### src/rtl/logic_unit_sched.sv
// +----------------------------------------------------------------------------+
// | logic_unit_sched: round-robin share of one 4-op logic unit by 4 clients     |
// | Rev 1.0                                                                    |
// +----------------------------------------------------------------------------+
`default_nettype none

module logic_unit_sched #(
  parameter int WIDTH = 4
) (
  input  logic                 clk,
  input  logic                 rst_n,
  input  logic [3:0]           req,
  input  logic [7:0]           op_in,
  input  logic [4*WIDTH-1:0]   a_in,
  input  logic [4*WIDTH-1:0]   b_in,
  output logic [3:0]           gnt,
  output logic                 busy,
  output logic                 done,
  output logic [1:0]           done_id,
  output logic [WIDTH-1:0]     result
);

  typedef enum logic [0:0] {
    IDLE = 1'b0,
    EXEC = 1'b1
  } state_t;

  state_t             state_q, state_d;
  logic [1:0]         ptr_q, ptr_d;
  logic [1:0]         id_q, id_d;
  logic [1:0]         op_q, op_d;
  logic [WIDTH-1:0]   a_q, a_d;
  logic [WIDTH-1:0]   b_q, b_d;
  logic [3:0]         gnt_q, gnt_d;
  logic               busy_q, busy_d;
  logic               done_q, done_d;
  logic [1:0]         done_id_q, done_id_d;
  logic [WIDTH-1:0]   result_q, result_d;

  logic               w_found;
  logic [1:0]         w_win;

  function automatic logic [WIDTH-1:0] lu_eval(input logic [1:0] op,
                                               input logic [WIDTH-1:0] a,
                                               input logic [WIDTH-1:0] b);
    logic [WIDTH-1:0] r;
    case (op)
      2'b00:   r = a & b;
      2'b01:   r = a | b;
      2'b10:   r = ~(a & b);
      default: r = a ^ b;
    endcase
    return r;
  endfunction

  // Circular first-set search starting at ptr; 2-bit adds wrap 3 -> 0.
  always_comb begin
    w_found = 1'b0;
    w_win   = ptr_q;
    for (int k = 0; k < 4; k++) begin
      if (!w_found && req[ptr_q + 2'(k)]) begin
        w_found = 1'b1;
        w_win   = ptr_q + 2'(k);
      end
    end
  end

  always_comb begin
    state_d   = state_q;
    ptr_d     = ptr_q;
    id_d      = id_q;
    op_d      = op_q;
    a_d       = a_q;
    b_d       = b_q;
    gnt_d     = 4'b0000;
    busy_d    = 1'b0;
    done_d    = 1'b0;
    done_id_d = done_id_q;
    result_d  = result_q;
    case (state_q)
      IDLE: begin
        if (w_found) begin
          id_d    = w_win;
          op_d    = op_in[{w_win, 1'b0} +: 2];
          a_d     = a_in[32'(w_win) * WIDTH +: WIDTH];
          b_d     = b_in[32'(w_win) * WIDTH +: WIDTH];
          gnt_d   = 4'b0001 << w_win;
          busy_d  = 1'b1;
          ptr_d   = w_win + 2'd1;
          state_d = EXEC;
        end
      end
      EXEC: begin
        // Only the latched operands feed the unit, so live inputs are ignored here.
        result_d  = lu_eval(op_q, a_q, b_q);
        done_d    = 1'b1;
        done_id_d = id_q;
        state_d   = IDLE;
      end
      default: state_d = IDLE;
    endcase
  end

  always_ff @(posedge clk or negedge rst_n) begin
    if (!rst_n) begin
      state_q   <= IDLE;
      ptr_q     <= 2'd0;
      id_q      <= 2'd0;
      op_q      <= 2'd0;
      a_q       <= '0;
      b_q       <= '0;
      gnt_q     <= 4'b0000;
      busy_q    <= 1'b0;
      done_q    <= 1'b0;
      done_id_q <= 2'd0;
      result_q  <= '0;
    end else begin
      state_q   <= state_d;
      ptr_q     <= ptr_d;
      id_q      <= id_d;
      op_q      <= op_d;
      a_q       <= a_d;
      b_q       <= b_d;
      gnt_q     <= gnt_d;
      busy_q    <= busy_d;
      done_q    <= done_d;
      done_id_q <= done_id_d;
      result_q  <= result_d;
    end
  end

  assign gnt     = gnt_q;
  assign busy    = busy_q;
  assign done    = done_q;
  assign done_id = done_id_q;
  assign result  = result_q;

endmodule

`default_nettype wire

### config.mk
export PLATFORM = sky130hd
export DESIGN_NAME = logic_unit_sched
export DESIGN_NICKNAME = d
export VERILOG_FILES = /design/src/rtl/logic_unit_sched.sv
export SDC_FILE = /design/constraint.sdc
export NUM_CORES = 1
export LEC_CHECK = 0
export CORE_MARGIN = 2
export CORE_UTILIZATION = 49
export DETAILED_ROUTE_END_ITERATION = 10
export GPL_ROUTABILITY_DRIVEN = 0
export MAX_ROUTING_LAYER = met4
export PLACE_DENSITY = 0.85
export SLEW_MARGIN = 20
export SYNTH_ARGS = -nofsm -noshare
export SYNTH_HDL_FRONTEND = slang
export SYNTH_SLANG_ARGS = --single-unit
export TNS_END_PERCENT = 50
### constraint.sdc
create_clock -name clk -period 4.7 [get_ports clk]
set_clock_uncertainty 0.1 [all_clocks]
set_input_delay 0.47 -clock clk [delete_from_list [all_inputs] [get_ports clk]]
set_output_delay 0.47 -clock clk [all_outputs]
set_load 0.01 [all_outputs]
==> metrics.md, run 1 <==
| Metric | Value |
|---|---|
| Cts bufs inserted | `3` |
| # Post-CTS Setup Buffers | `0` |
| #FFs+latches synth | `26` |
| Relative slew margins | `0.4927` |
| Core area | `3337 µm²` |
| Vias in the first global route | `about 1300` |
| TNS Setup | `0 ps` |
| Std-Cell Rows | `21` |
| Fillers | `between 200 and 300` |
| CP endpoint kind | `flop` |
| Max VDD drop | `~0.28 mV` |
| Final setup slack of the worst path | `1940 ps` |
| Post-synth cell types | `32` |
| Starting Density | `0.5081` |
| Die Span X | `around 63 µm` |
| IO Pins | `just under 60` |
| Clk sinks | `26` |
| Max-capacitance violation count | `0` |
| Hold Crit Class | `primary input to asynchronous set/reset pin` |
| Setup slack, reg-to-reg | `2220 ps` |
| # hold bufs at CTS | `0` |
| Post-Synthesis Cell Area | `~1700 µm²` |
| First-pass GRT wire length | `approximately 6000 µm` |
| # setup viols final | `0` |
| H-tree Lvls | `1` |
| Initial antenna violation count | `0` |
| EDFF count, synth | `0` |
| Worst-margin pin slew | `755.9 ps` |
| Cts repair resizes | `0` |
| Power per standard cell area | `around 490 nW/µm²` |
| Mean post-synth cell area | `9.914 µm²` |
| Layout area overhead | `33.95%` |
| CP arrival | `2900 ps` |
| 1st-pass router iterations | `4` |
| Tcrit/Tclk final | `0.5873` |
| Crit Path Class | `primary input to flop` |
| RSZ-0062 raised after global routing | `false` |
| Max-slew violation count | `0` |
| Period minus WS final | `about 2800 ps` |
| Residual DRC count | `0` |
| Post-route ant nets | `0` |
| Die ar. | `3946 µm²` |
| Sequential element share of the synthesized area | `0.3838` |
| Status | `finished, final reports clean` |
| CP Max Fanout | `15` |
| Top FF cell, synth | `dfrtp_1` |
| Final Cell Area | `between 2000 and 2500 µm²` |
| Initial DRC Count | `64` |
| Ys Warns | `0` |
| Dpl hpwl | `around 2800 µm` |
| Leakage | `about 0.99 nW` |
| Nets | `approximately 280` |
| Root Driver | `clkbuf_4` |
| Required @ worst endpoint | `around 4800 ps` |
| Total gr overflow | `0` |
| Crit start category | `primary input` |
| Asr flop ratio synth | `1.000` |
| Mapped Nets | `225` |
| Clk_lat worst skew | `320 ps` |
| Fmax | `0.3623 GHz` |
| Final Hold Viols | `0` |
| Port bufs | `57` |
| Post-DP Area | `2242 µm²` |
| CTS tree | `yes` |
| Total GRT Usage | `0.1969` |
| Via count | `around 1400` |
| Total Wirelength | `roughly 3500 µm` |
| Largest net degree at the start of global routing | `27` |
| Clock transition at path regs | `between 100 and 150 ps` |
| Gate Count Post-Synth | `about 170` |
| Worst-case clock buffer depth | `2` |
| Die height | `around 63 µm` |
| Place WS | `1554 ps` |
| WL/cell | `approximately 13 µm` |
| Vias per inst | `5.207` |
| Ant diodes | `0` |
| Layout cells sized above 1 | `0.1409` |
[metrics by stage]
stage                     power (mW)  utilization  cells  hold WS (ps)
final                          1.117       0.6805    266         397.8
after global routing           1.213       0.6805    266         418.3
after CTS                      1.124       0.6787    266         407.0
after detailed placement       1.029       0.6719    263         400.3
after global placement         1.007       0.6719    263         402.1
after floorplan               0.8629            -    171         74.41
[power breakdown]
part	switching [mW]	total, mW	internal (mW)	leakage [nW]
clock	0.0636	0.0937	0.0301	0.0138
combinational	0.295	0.604	0.310	0.672
sequential	0.0972	0.419	0.322	0.301
[per-layer routing]
| layer | up-vias | share of wire | GRT usage |
|---|---|---|---|
| li1 | 705 | - | - |
| met5 | - | 0 | - |
| met1 | 630 | 0.46 | 0.2667 |
| met2 | 45 | 0.49 | 0.3132 |
| met3 | 5 | 0.035 | 0.01622 |
| met4 | 0 | 0.015 | 0.06667 |
[cells by family after synthesis]
group,Yosys count,share of synthesized area
xor gates and xnor gates,1,0.005167
DFF,26,0.3838
and+or+nand+nor,39,0.1129
buffers and inverters,30,0.09225
AOI/OAI and AO/OA,54,0.2679
muxes,13,0.07897
adders and majority gates,8,0.05904
[path summary, 6_finish.rpt]
kind                       cells past startpoint       start          to
max                                            6      req[3]      a_q[3]
min reg2reg                                    1  done_id[1]  done_id[1]
max in group asynchronous                      2       rst_n      gnt[0]
min in group clk                               1  done_id[1]  done_id[1]
min                                            2       rst_n   result[2]
max reg2reg                                    5    ptr_q[0]      a_q[3]
[flip-flops by register name (all words and copies together), names as in the netlist]
name and count:
result 4, a_q 4, b_q 4, done 1, op_q 2, ptr_q 2, done_id 2, id_q 2
busy 1, gnt 4
[final cells by class]
cell class                 count  area [µm²]  share of cell area
multi-input combinational    115       894.6              0.3939
sequential                    26       650.6              0.2865
timing repair buffer          58       578.1              0.2545
inverter                      18       67.56             0.02975
tap                           46       57.56             0.02534
clock buffer                   3       22.52            0.009917
[critical path: stages]
cell and delay, ps:
clkdlybuf4s50_1 570, nor2b_1 70, o21ai_1 610, and3_1 720, a211oi_1 220, a211oi_1 240
[layout by cell type, fill, tap and decap left out, drive strengths merged, types with 2 or more instances in the layout]
cell / netlist / final
mux2i: 10 / 10
ha: 8 / 8
o21ai: 2 / 2
a211oi: 24 / 24
dfrtp: 26 / 26
clkdlybuf4s50: 0 / 57
and2: 2 / 2
a21oi: 11 / 11
mux2: 3 / 3
nor2: 26 / 26
nor2b: 5 / 5
inv: 18 / 18
a21o: 4 / 4
clkbuf: 5 / 3
a31oi: 10 / 10
[Yosys cell counts (all sizes together) (2+ instances only)]
cell type,instances,area (µm²)
buf,7,70.06
mux2,3,33.78
nor2,26,97.59
a31oi,10,62.56
a21oi,11,58.81
and2,2,13.77
dfrtp,26,650.6
clkbuf,5,18.77
a21o,4,30.03
inv,18,67.56
mux2i,10,100.1
a211oi,24,265.3
o21ai,2,10.01
nor2b,5,31.28
ha,8,100.1
(Power assumes the default switching activity.)
==> inputs of run 2 (changes only) <==
- CORE_UTILIZATION: 49 -> 45
- PLACE_DENSITY: 0.85 -> 0.79
- clock period: 4.7 -> 2.8 ns (I/O delays scaled with it)
==> run 2 against run 1 <==
Clock power rose to 3.3 times the previous value. Power rose by 84%. Global-route usage down 1.6 points. Flip-flop and latch count unchanged. Worst hold slack got worse by 130 ps. Die area grew 8.3%. Core utilization shrank 3.1 points. First-iteration DRC count up 41%. Setup slack got worse by 1400 ps. Count of clock-buffer cells in the layout did not move. Critical path type unchanged.
==> metrics.md, run 2 (same netlist as run 1, synthesis figures left out) <==
| Metric | Value |
|---|---|
| Reg power frac | `0.334` |
| Largest net degree at the start of global routing | `27` |
| RSZ-0062 raised after global routing | `false` |
| Starting Density | `0.4666` |
| Sw Share | `0.3750` |
| CTS tree | `yes` |
| Worst-case clock buffer depth | `2` |
| Root Driver | `clkbuf_8` |
| Cts bufs inserted | `3` |
| Required @ worst endpoint | `2880 ps` |
| Total Wirelength | `roughly 3600 µm` |
| Layout cells sized above 1 | `0.1586` |
| Crit path from | `req[0]` |
| Clk sinks | `26` |
| Final Hold Viols | `0` |
| Residual DRC count | `0` |
| Dpl hpwl | `approximately 2800 µm` |
| Std-Cell Rows | `22` |
| Post-route ant nets | `0` |
| Status | `finished, final reports clean` |
| Die ar. | `4275 µm²` |
| Cts repair resizes | `0` |
| Worst-margin pin slew | `1073 ps` |
| Initial antenna violation count | `0` |
| # Post-CTS Setup Buffers | `0` |
| Die Span X | `between 60 and 70 µm` |
| Most common cell after layout, fill and taps aside | `clkdlybuf4s50_1` |
| Relative slew margins | `0.2800` |
| Fillers | `between 300 and 400` |
| Leakage | `a little over 1 nW` |
| TNS Setup | `0 ps` |
| Total GRT Usage | `0.1805` |
| First-pass GRT wire length | `a little under 6000 µm` |
| P_int | `1.283 mW` |
| 1st-pass router iterations | `4` |
| IO Pins | `58` |
| Die height | `~65 µm` |
| Max VDD drop | `between 0.3 and 0.4 mV` |
| Leading cell types in the layout, fill and taps excluded | `57 x clkdlybuf4s50_1, 26 x nor2_1, 26 x dfrtp_1, 18 x inv_1, 17 x a211oi_2` |
| Period minus WS final | `between 2000 and 2500 ps` |
| CP arrival | `roughly 2400 ps` |
| CP endpoint kind | `flop` |
| Total gr overflow | `0` |
| Hold Crit Class | `primary input to asynchronous set/reset pin` |
| H-tree Lvls | `1` |
| Via count | `between 1000 and 1500` |
| WL/cell | `13.04 µm` |
| Layout area overhead | `39.26%` |
| Max-capacitance violation count | `0` |
| Crit Path Class | `primary input to flop` |
| Tcrit/Tclk final | `0.8147` |
| Nets | `approximately 280` |
| Clk network pwr share | `0.151` |
| Crit start category | `primary input` |
| Place WS | `between 200 and 250 ps` |
| Clock transition at path regs | `about 90 ps` |
| Initial DRC Count | `90` |
| Reg2reg start | `ptr_q[1]` |
| CP Max Fanout | `12` |
| Power per standard cell area | `~870 nW/µm²` |
| NetSw | `about 0.77 mW` |
| Final setup slack of the worst path | `roughly 520 ps` |
| Fmax | `0.4384 GHz` |
| Core area | `roughly 3600 µm²` |
| # setup viols final | `0` |
| Comb power frac | `0.515` |
| Port bufs | `57` |
| Clk_lat worst skew | `~270 ps` |
| # hold bufs at CTS | `0` |
| Vias per inst | `5.069` |
| Ant diodes | `0` |
| Max-slew violation count | `0` |
| Vias in the first global route | `~1300` |
run 2: cell types whose count changed in the layout (fill, tap and decap cells not counted), sizes merged:
cell and change:
bufinv +1, buf +6
run 2: critical path, cell delays in order:
cell and delay, ps:
clkdlybuf4s50_1 510, nor2b_1 240, nor4_2 80, o21ai_1 840, a211oi_1 150, a211oi_1 250
run 2: per-stage QoR:
stage,area [µm²],total power [mW],instances,hold WS [ps],util
finish,2361,2.052,275,270.1,0.6498
global route,2361,2.214,275,286.9,0.6498
CTS,2361,2.066,275,280.2,0.6498
detailed placement,2290,1.746,271,389.1,0.6302
global placement,2290,1.719,271,378.3,0.6302
floorplan,1695,1.448,171,-115.6,-
run 2: power groups by stage:
| stage | Combinational [mW] | Clock (mW) | Sequential, mW |
|---|---|---|---|
| finish | 1.06 | 0.310 | 0.685 |
| detailed placement | 1.05 | 0 | 0.694 |
| global placement | 1.03 | 0 | 0.686 |
| global route | 1.17 | 0.331 | 0.713 |
| floorplan | 0.779 | 0 | 0.670 |
| CTS | 1.07 | 0.312 | 0.686 |
run 2: final timing paths:
kind                             end  slack (ps)  cells past startpoint
min reg2reg                  id_q[1]         400                      2
max reg2reg                   a_q[3]         610                      5
max in group asynchronous  result[1]        2070                      2
min in group clk             id_q[1]         400                      2
max                           a_q[3]         520                      6
min                         ptr_q[1]         270                      2
run 2: layer usage:
metal / vias up / global-route usage / wire length, µm
met5: - / - / 0
met4: 0 / 0.04688 / 27
met3: 2 / 0.01541 / 120
met2: 34 / 0.3023 / 1742
met1: 642 / 0.2377 / 1695
li1: 716 / - / -
run 2: final cells by class:
class,count,area [µm²],area share
Clock buffer,3,41.29,0.01749
Clock inverter,1,30.03,0.01272
Inverter,18,67.56,0.02862
Multi-Input combinational cell,115,888.4,0.3763
Sequential cell,26,650.6,0.2756
Tap cell,48,60.06,0.02544
Timing Repair Buffer,64,623.1,0.2639
